==> src/rtl/cia_tod_gen_pkg.sv <==
// Shared constants and types for the TOD reference generator.
package cia;

  localparam int CIA_PHI2_PAL_HZ  = 985248;
  localparam int CIA_PHI2_NTSC_HZ = 1022727;
  // Increments are twice the output rate: one accumulator wrap per half period.
  localparam int CIA_TOD_INC_50   = 100;
  localparam int CIA_TOD_INC_60   = 120;

  typedef logic [20:0] tod_acc_t;

endpackage

==> src/rtl/cia_tod_gen_frac_div.sv <==
// Generic Bresenham accumulator: adds inc per step, wraps modulo mod, and
// flags each wrap on carry (combinational, valid in the stepping cycle).
// Assumes inc <= mod and acc < mod, so no intermediate value overflows.
module frac_div
  import cia::*;
(
  input  logic     clk,
  input  logic     res,
  input  logic     clr,
  input  logic     step,
  input  tod_acc_t inc,
  input  tod_acc_t mod,
  output logic     carry
);

  tod_acc_t acc;
  tod_acc_t thr;

  // acc + inc >= mod rewritten as acc >= mod - inc to stay within 21 bits
  assign thr   = mod - inc;
  assign carry = step && !clr && (acc >= thr);

  // Accumulator update: clear has priority over stepping
  always_ff @(posedge clk) begin
    if (res || clr)  acc <= '0;
    else if (step)   acc <= carry ? (acc - thr) : (acc + inc);
  end

endmodule

==> src/rtl/cia_tod_gen.sv <==
// TOD pin generator: synthesises a 50/60 Hz square wave from PHI2 falling
// edges using an exact fractional divider.
// Optional macro CIA_TOD_GEN_TRIM_EN adds a signed 8-bit modulus trim input.
module cia_tod_gen
  import cia::*;
#(
  parameter int PHI2_PAL_HZ  = CIA_PHI2_PAL_HZ,
  parameter int PHI2_NTSC_HZ = CIA_PHI2_NTSC_HZ
) (
  input  logic       clk,
  input  logic       res,
  input  logic       phi2_up,
  input  logic       phi2_dn,
  input  logic       en,
  input  logic       ntsc,
  input  logic       sel60,
`ifdef CIA_TOD_GEN_TRIM_EN
  input  logic [7:0] trim,
`endif
  output logic       tod,
  output logic       tod_tick
);

  logic     en_q, ntsc_q, sel60_q;
  logic     chg, clr, step, carry;
  tod_acc_t inc, mod;
  // The rising PHI2 edge is not needed; everything advances on phi2_dn.
  logic     unused_phi2_up;
  assign unused_phi2_up = phi2_up;

`ifdef CIA_TOD_GEN_TRIM_EN
  logic [7:0] trim_q;
  assign chg = (ntsc != ntsc_q) || (sel60 != sel60_q) || (trim != trim_q);
  assign mod = (ntsc ? tod_acc_t'(PHI2_NTSC_HZ) : tod_acc_t'(PHI2_PAL_HZ))
             + {{13{trim[7]}}, trim};
`else
  assign chg = (ntsc != ntsc_q) || (sel60 != sel60_q);
  assign mod = ntsc ? tod_acc_t'(PHI2_NTSC_HZ) : tod_acc_t'(PHI2_PAL_HZ);
`endif

  // inc/mod follow the live inputs: a step only happens when they match the
  // registered copies, or on the enabling strobe where the copies load fresh.
  assign inc  = sel60 ? tod_acc_t'(CIA_TOD_INC_60) : tod_acc_t'(CIA_TOD_INC_50);
  assign clr  = phi2_dn && (!en || (en_q && chg));
  assign step = phi2_dn && en && !(en_q && chg);

  frac_div u_div (
    .clk   (clk),
    .res   (res),
    .clr   (clr),
    .step  (step),
    .inc   (inc),
    .mod   (mod),
    .carry (carry)
  );

  // Settings copies, enable tracking, tod toggle and rising-edge tick
  always_ff @(posedge clk) begin
    if (res) begin
      en_q     <= 1'b0;
      ntsc_q   <= 1'b0;
      sel60_q  <= 1'b0;
`ifdef CIA_TOD_GEN_TRIM_EN
      trim_q   <= '0;
`endif
      tod      <= 1'b0;
      tod_tick <= 1'b0;
    end else begin
      tod_tick <= 1'b0;
      if (phi2_dn) begin
        en_q    <= en;
        ntsc_q  <= ntsc;
        sel60_q <= sel60;
`ifdef CIA_TOD_GEN_TRIM_EN
        trim_q  <= trim;
`endif
        if (!en) begin
          tod <= 1'b0;
        end else if (carry) begin
          tod      <= ~tod;
          tod_tick <= ~tod;
        end
      end
    end
  end

endmodule
==> config.mk <==
export PLATFORM = sky130hd
export DESIGN_NAME = cia_tod_gen
export DESIGN_NICKNAME = d
export VERILOG_FILES = /design/src/rtl/cia_tod_gen_pkg.sv /design/src/rtl/cia_tod_gen_frac_div.sv /design/src/rtl/cia_tod_gen.sv
export SDC_FILE = /design/constraint.sdc
export NUM_CORES = 1
export LEC_CHECK = 0
export CAP_MARGIN = 20
export CORE_MARGIN = 4
export CORE_UTILIZATION = 56
export CTS_CLUSTER_DIAMETER = 100
export DETAILED_ROUTE_END_ITERATION = 7
export PLACE_DENSITY_LB_ADDON = 0.08
export SLEW_MARGIN = 15
export SYNTH_ARGS = -nofsm -noshare
export SYNTH_HDL_FRONTEND = slang
export SYNTH_SLANG_ARGS = --single-unit
==> constraint.sdc <==
create_clock -name clk -period 2.65 [get_ports clk]
set_clock_uncertainty 0.15 [all_clocks]
set_input_delay 0.3975 -clock clk [delete_from_list [all_inputs] [get_ports clk]]
set_output_delay 0.3975 -clock clk [all_outputs]
set_load 0.02 [all_outputs]
; After elaboration in Yosys (flattened, before gate mapping)
; Index checks and enable logic that the tools add are counted.
[word_totals]
reg_bits = 26
inputBits = 7
out_inout_bits = 2
word_cells = 36
[classes]
addsub = 3
order_cmp = 1
n_eq_ne = 3
muxes = 5
bitwise_logic = 4
reduce_logical = 14
[ops]
columns = cell, count
row1 = adder 21 x 7 -> 21 bit, 1
row2 = greater-or-equal comparator 21 bit, 1
row3 = two-way mux 21 bit, 1
row4 = subtractor 20 x 7 -> 21 bit, 1
row5 = subtractor 21 bit, 1
row6 = two-way mux 16 bit, 1
row7 = logical AND 1 bit, 6
row8 = two-way mux 5 bit, 1
row9 = inverter 1 bit, 4
row10 = OR reduction 4 bit, 1
row11 = logical NOT 1 bit, 3
row12 = logical OR 1 bit, 3
row13 = two-way mux 1 bit, 2
row14 = != test 1 bit, 2
row15 = "!= test 2 x 1 -> 1 bit, second input constant", 1
row16 = AND reduction 2 bit, 1

; Logic depth before layout (Yosys ltp)
[logic_depth]
word_depth = 10
ltp_mapped = 12
ltp_nobuf = 11

; Modules after synthesis
; Synthesis repeated with hierarchy kept, for this count alone.
[hier_totals]
cells_unflattened = 569
area_unflattened_um2 = 4232.8
[modules_own_cells]
columns = mod, instances, cells_per_inst, area_each_um2, seq_area_each_um2
row1 = frac_div, 1, 541, 3975.1, 420.4
row2 = cia_tod_gen, 1, 28, 257.7, 100.1

; Worst setup path before layout
; Ideal clock, no wire load.
[synth_timing]
path_type = input to register
start = in ntsc
end = reg u_div.acc[17]
setup_time_ps = 72
t_arrival_ps = 2691
setup_slack_ps = -263
cell_stages = 11
path_cell_list = inv_1 -> ha_1 -> inv_1 -> ha_1 -> a21o_1 -> a31o_2 -> o211a_4 -> nor3_4 -> o21ai_4 -> a2111oi_4 -> mux2i_1
[synth_between]
elab_chain_len = 9
elab_cells_between_ends = 16
cone_classes = add/sub (2) / order compare (1) / eq/ne (1) / mux (2) / reduce/logical (10)
[synth_lines]
columns = element, line
row1 = start: declaration, cia_tod_gen.sv:15  ; input logic ntsc,
row2 = branches (longest 9 deep; another with subtractor 20 x 7 -> 21 bit), n/a
row3 = end signal: assignment, cia_tod_gen_frac_div.sv:26  ; else if (step) acc <= carry ? (acc - thr) : (acc + inc);
row4 = end: declaration, cia_tod_gen_frac_div.sv:16  ; tod_acc_t acc;
; Several ways; the timed one is not identified.
; A chain may end at the register's enable or synchronous reset.

; Worst setup path after layout
[layout_timing]
start = in ntsc
end = reg u_div.acc[15]
; Same word-level chain as after synthesis.

==> run metrics <==
DP Wirelength=5400 um; Multi-input gate area=0.00204 mm2; count leader, synth=dfxtp_1; post-synthesis sequential area ratio=0.216; Clk Latency, worst-skew pair=0.28 ns; Sink Count=26; Detail Route Antenna Nets=0; Worst EP arrival=2.84 ns; # diodes=0; cell count after synthesis=294; Overall Global Routing Usage=0.297; number of I/O port buffers=7; initial antenna violation count=0; PwrDens=315 mW/mm2; pins over their slew limit=0; WHS Path Cells=4; wire per inst=19.9 um; CTS tree=built; syn nets=322; Die Ht=73.5 um; Crit path largest cell delay=0.31 ns; starting density of the core=0.589; CP top delay family=compound AO/OA/AOI/OAI gates; max_cap viols=0; RSZ-0062 raised after global routing=yes; I/O pin count=9; status=finished with violations; final setup margin=-0.162 ns; ys async rst share=0; Hold Path End=sel60_q$_SDFFE_PP0P_; element type at the critical path end=flip-flop; max_slew headroom=0.738; CP cell instances=buf_8 > clkinvlp_4 > ha_4 > inv_4 > ha_4 > a21o_1 > a31o_4 > o211a_4 > nor3_4 > buf_4 > o21a_4 > nor3_1 > o221a_2; worst vdd ir=0.289 mV; Setup WS pre-CTS=-0.873 ns; 1st-iter DRT viols=317; placed cells=402; FF-to-FF Start=u_div.acc[4]$_SDFFE_PP0P_; top-area cell type share of the netlist area=0.216; Post-Syn Area=0.00241 mm2; Max Buffers Root-to-Sink=2; largest net degree at the start of global routing=19; row cnt=23; Worst Hold Class=in2reg; clock transition at the registers of the reported paths=0.09 ns; DR vias=2811; CTS root buffer=clkbuf_8; core area=0.00409 mm2; R2R depth=9; failing checks=negative setup slack; minimum clock period=2.81 ns; global-route wire length before repair=12600 um; nets=399; Hold Fails Final Rpt=0; fin crit share=1.06; number of distinct library cells after synthesis=61; top post-synthesis cells by area=dfxtp_1, ha_1, mux2i_1; CP Buf/Inv Count=4; Setup TNS=-2.30 ns; Synth area leader=dfxtp_1; P&R area growth vs syn=43.7%; RePlAce Congestion=0.976; Slowest-stage cell, CP=nor3_4; crit-path most repeated cell=ha_4; vias in the first global route=2569; layout cells sized above 1=0.371; DRC viols=0; Leakage=1.38 nW; routed vias/inst=6.71; Hold Startpoint=sel60; Worst Setup Start Kind=primary input; most instantiated cells after synthesis=dfxtp_1, nor2_1, o21ai_0; Fillers=224; CP startpoint=ntsc; Mean Syn Cell Area=8.18 um2; FF/Latch Area=520 um2; Worst Path Required=2.68 ns; Setup CP Type=in2reg; EDFF count, synth=0; die footprint=0.00541 mm2; Final Instance Count excl. Fillers=419; Die W=73.5 um; GRT Residual Overflow=0; Final Setup Violations=20; Synth Register Bits=26; TritonCTS Buffers=3; Peak Freq=356 MHz; FF-to-FF setup slack=-0.02 ns; most used flip-flop cell after synthesis=dfxtp_1; CP max FO=7; final wirelength=8320 um; DR pass1 iterations=6; Worst-Margin Slew=0.393 ns; Final Util=0.846; YS warnings=0; H-tree levels=1; end of the worst register-to-register path=u_div.acc[15]$_SDFFE_PP0P_
worst max path at each step:
stage | end | slack, ns | depth (start not counted)
5_1_grt | u_div.acc[12]$_SDFFE_PP0P_ | -0.28 | 13
3_5_place_dp | u_div.acc[17]$_SDFFE_PP0P_ | -0.87 | 12
2_1_floorplan | u_div.acc[17]$_SDFFE_PP0P_ | -0.19 | 11
4_1_cts | u_div.acc[3]$_SDFFE_PP0P_ | -0.07 | 13
6_report | u_div.acc[15]$_SDFFE_PP0P_ | -0.16 | 13
3_3_place_gp | u_div.acc[3]$_SDFFE_PP0P_ | -0.82 | 13
worst register-to-register path, delay by kind of cell (launching register included):
kind,cells,cell delay [ns]
compound gates,5,1.12
buf+inv,1,0.19
simple gates,2,0.40
flops,1,0.47
fa+ha+maj,1,0.26
cell families (layout without fill, tap and decap cells):
| family | Yosys count | count (layout) | share of synthesized area |
|---|---|---|---|
| AOI/OAI and AO/OA | 85 | 86 | 0.269 |
| xor gates and xnor gates | 17 | 17 | 0.0619 |
| adders and majority gates | 21 | 21 | 0.115 |
| buffers and inverters | 29 | 103 | 0.0541 |
| DFF | 26 | 26 | 0.216 |
| muxes | 15 | 15 | 0.0629 |
| and+or+nand+nor | 101 | 101 | 0.220 |
area by class of cell:
class / count / area share
Multi-Input combinational cell: 240 / 0.590
Clock buffer: 3 / 0.0119
Timing Repair Buffer: 84 / 0.209
Sequential cell: 26 / 0.151
Tap cell: 50 / 0.0181
Inverter: 16 / 0.0203
metrics by stage:
stage / power (mW) / area [um2] / hold slack [ns]
5_1_grt: 1.13 / 3460 / 0.411
4_1_cts: 1.04 / 3330 / 0.368
3_5_place_dp: 0.783 / 3030 / 0.357
3_3_place_gp: 0.771 / 3030 / 0.324
6_report: 1.09 / 3460 / 0.355
2_1_floorplan: 0.624 / 2460 / 0.303
routing by layer:
metal / up-vias / wire (um) / global-route usage
met2: 176 / 3910 / 0.503
met3: 35 / 761 / 0.0287
met5: - / 0 / 0
li1: 1251 / - / -
met4: 0 / 240 / 0.0604
met1: 1349 / 3410 / 0.409
where the power goes:
| part | switching (mW) | total, mW | internal, mW |
|---|---|---|---|
| Combinational | 0.213 | 0.425 | 0.212 |
| Clock | 0.133 | 0.235 | 0.102 |
| Sequential | 0.0228 | 0.428 | 0.405 |
state kept, by name, summed over array words and instances, names as in the netlist:
name / cells
u_div.acc: 21
en_q: 1
ntsc_q: 1
sel60_q: 1
tod: 1
tod_tick: 1
cell usage in the layout (no fill, tap or decap), types with 3 or more instances in the layout:
cell type / Yosys / final
mux2i_1: 14 / 12
nor3_1: 9 / 9
clkdlybuf4s50_1: 0 / 5
xnor2_1: 9 / 9
nand2b_1: 6 / 6
buf_4: 1 / 70
inv_1: 16 / 13
o21ai_1: 1 / 4
a21o_1: 3 / 3
nor2_1: 21 / 18
dfxtp_1: 26 / 26
ha_4: 0 / 9
a21oi_1: 12 / 9
buf_6: 0 / 4
o21ai_0: 21 / 18
nand4_1: 6 / 6
nand3_1: 16 / 16
o21a_1: 3 / 3
ha_1: 19 / 8
xor2_1: 8 / 8
o211ai_1: 6 / 6
clkbuf_8: 0 / 3
nand2_2: 1 / 4
a31oi_1: 10 / 7
and4_1: 4 / 3
nand2_1: 20 / 17
nor2_2: 0 / 3
and3_1: 5 / 5
repair_timing:
item | CTS | global route
gates resized for setup | 40 | 22
endpoints found under the setup margin | 23 | 22
endpoints found under the hold margin | 0 | 0
hold buffers | 0 | 0
cloned | 2 | 0
pin swaps | 26 | 14
buffers inserted | 8 | 5
Note: power is estimated with default switching activity, not from simulation.
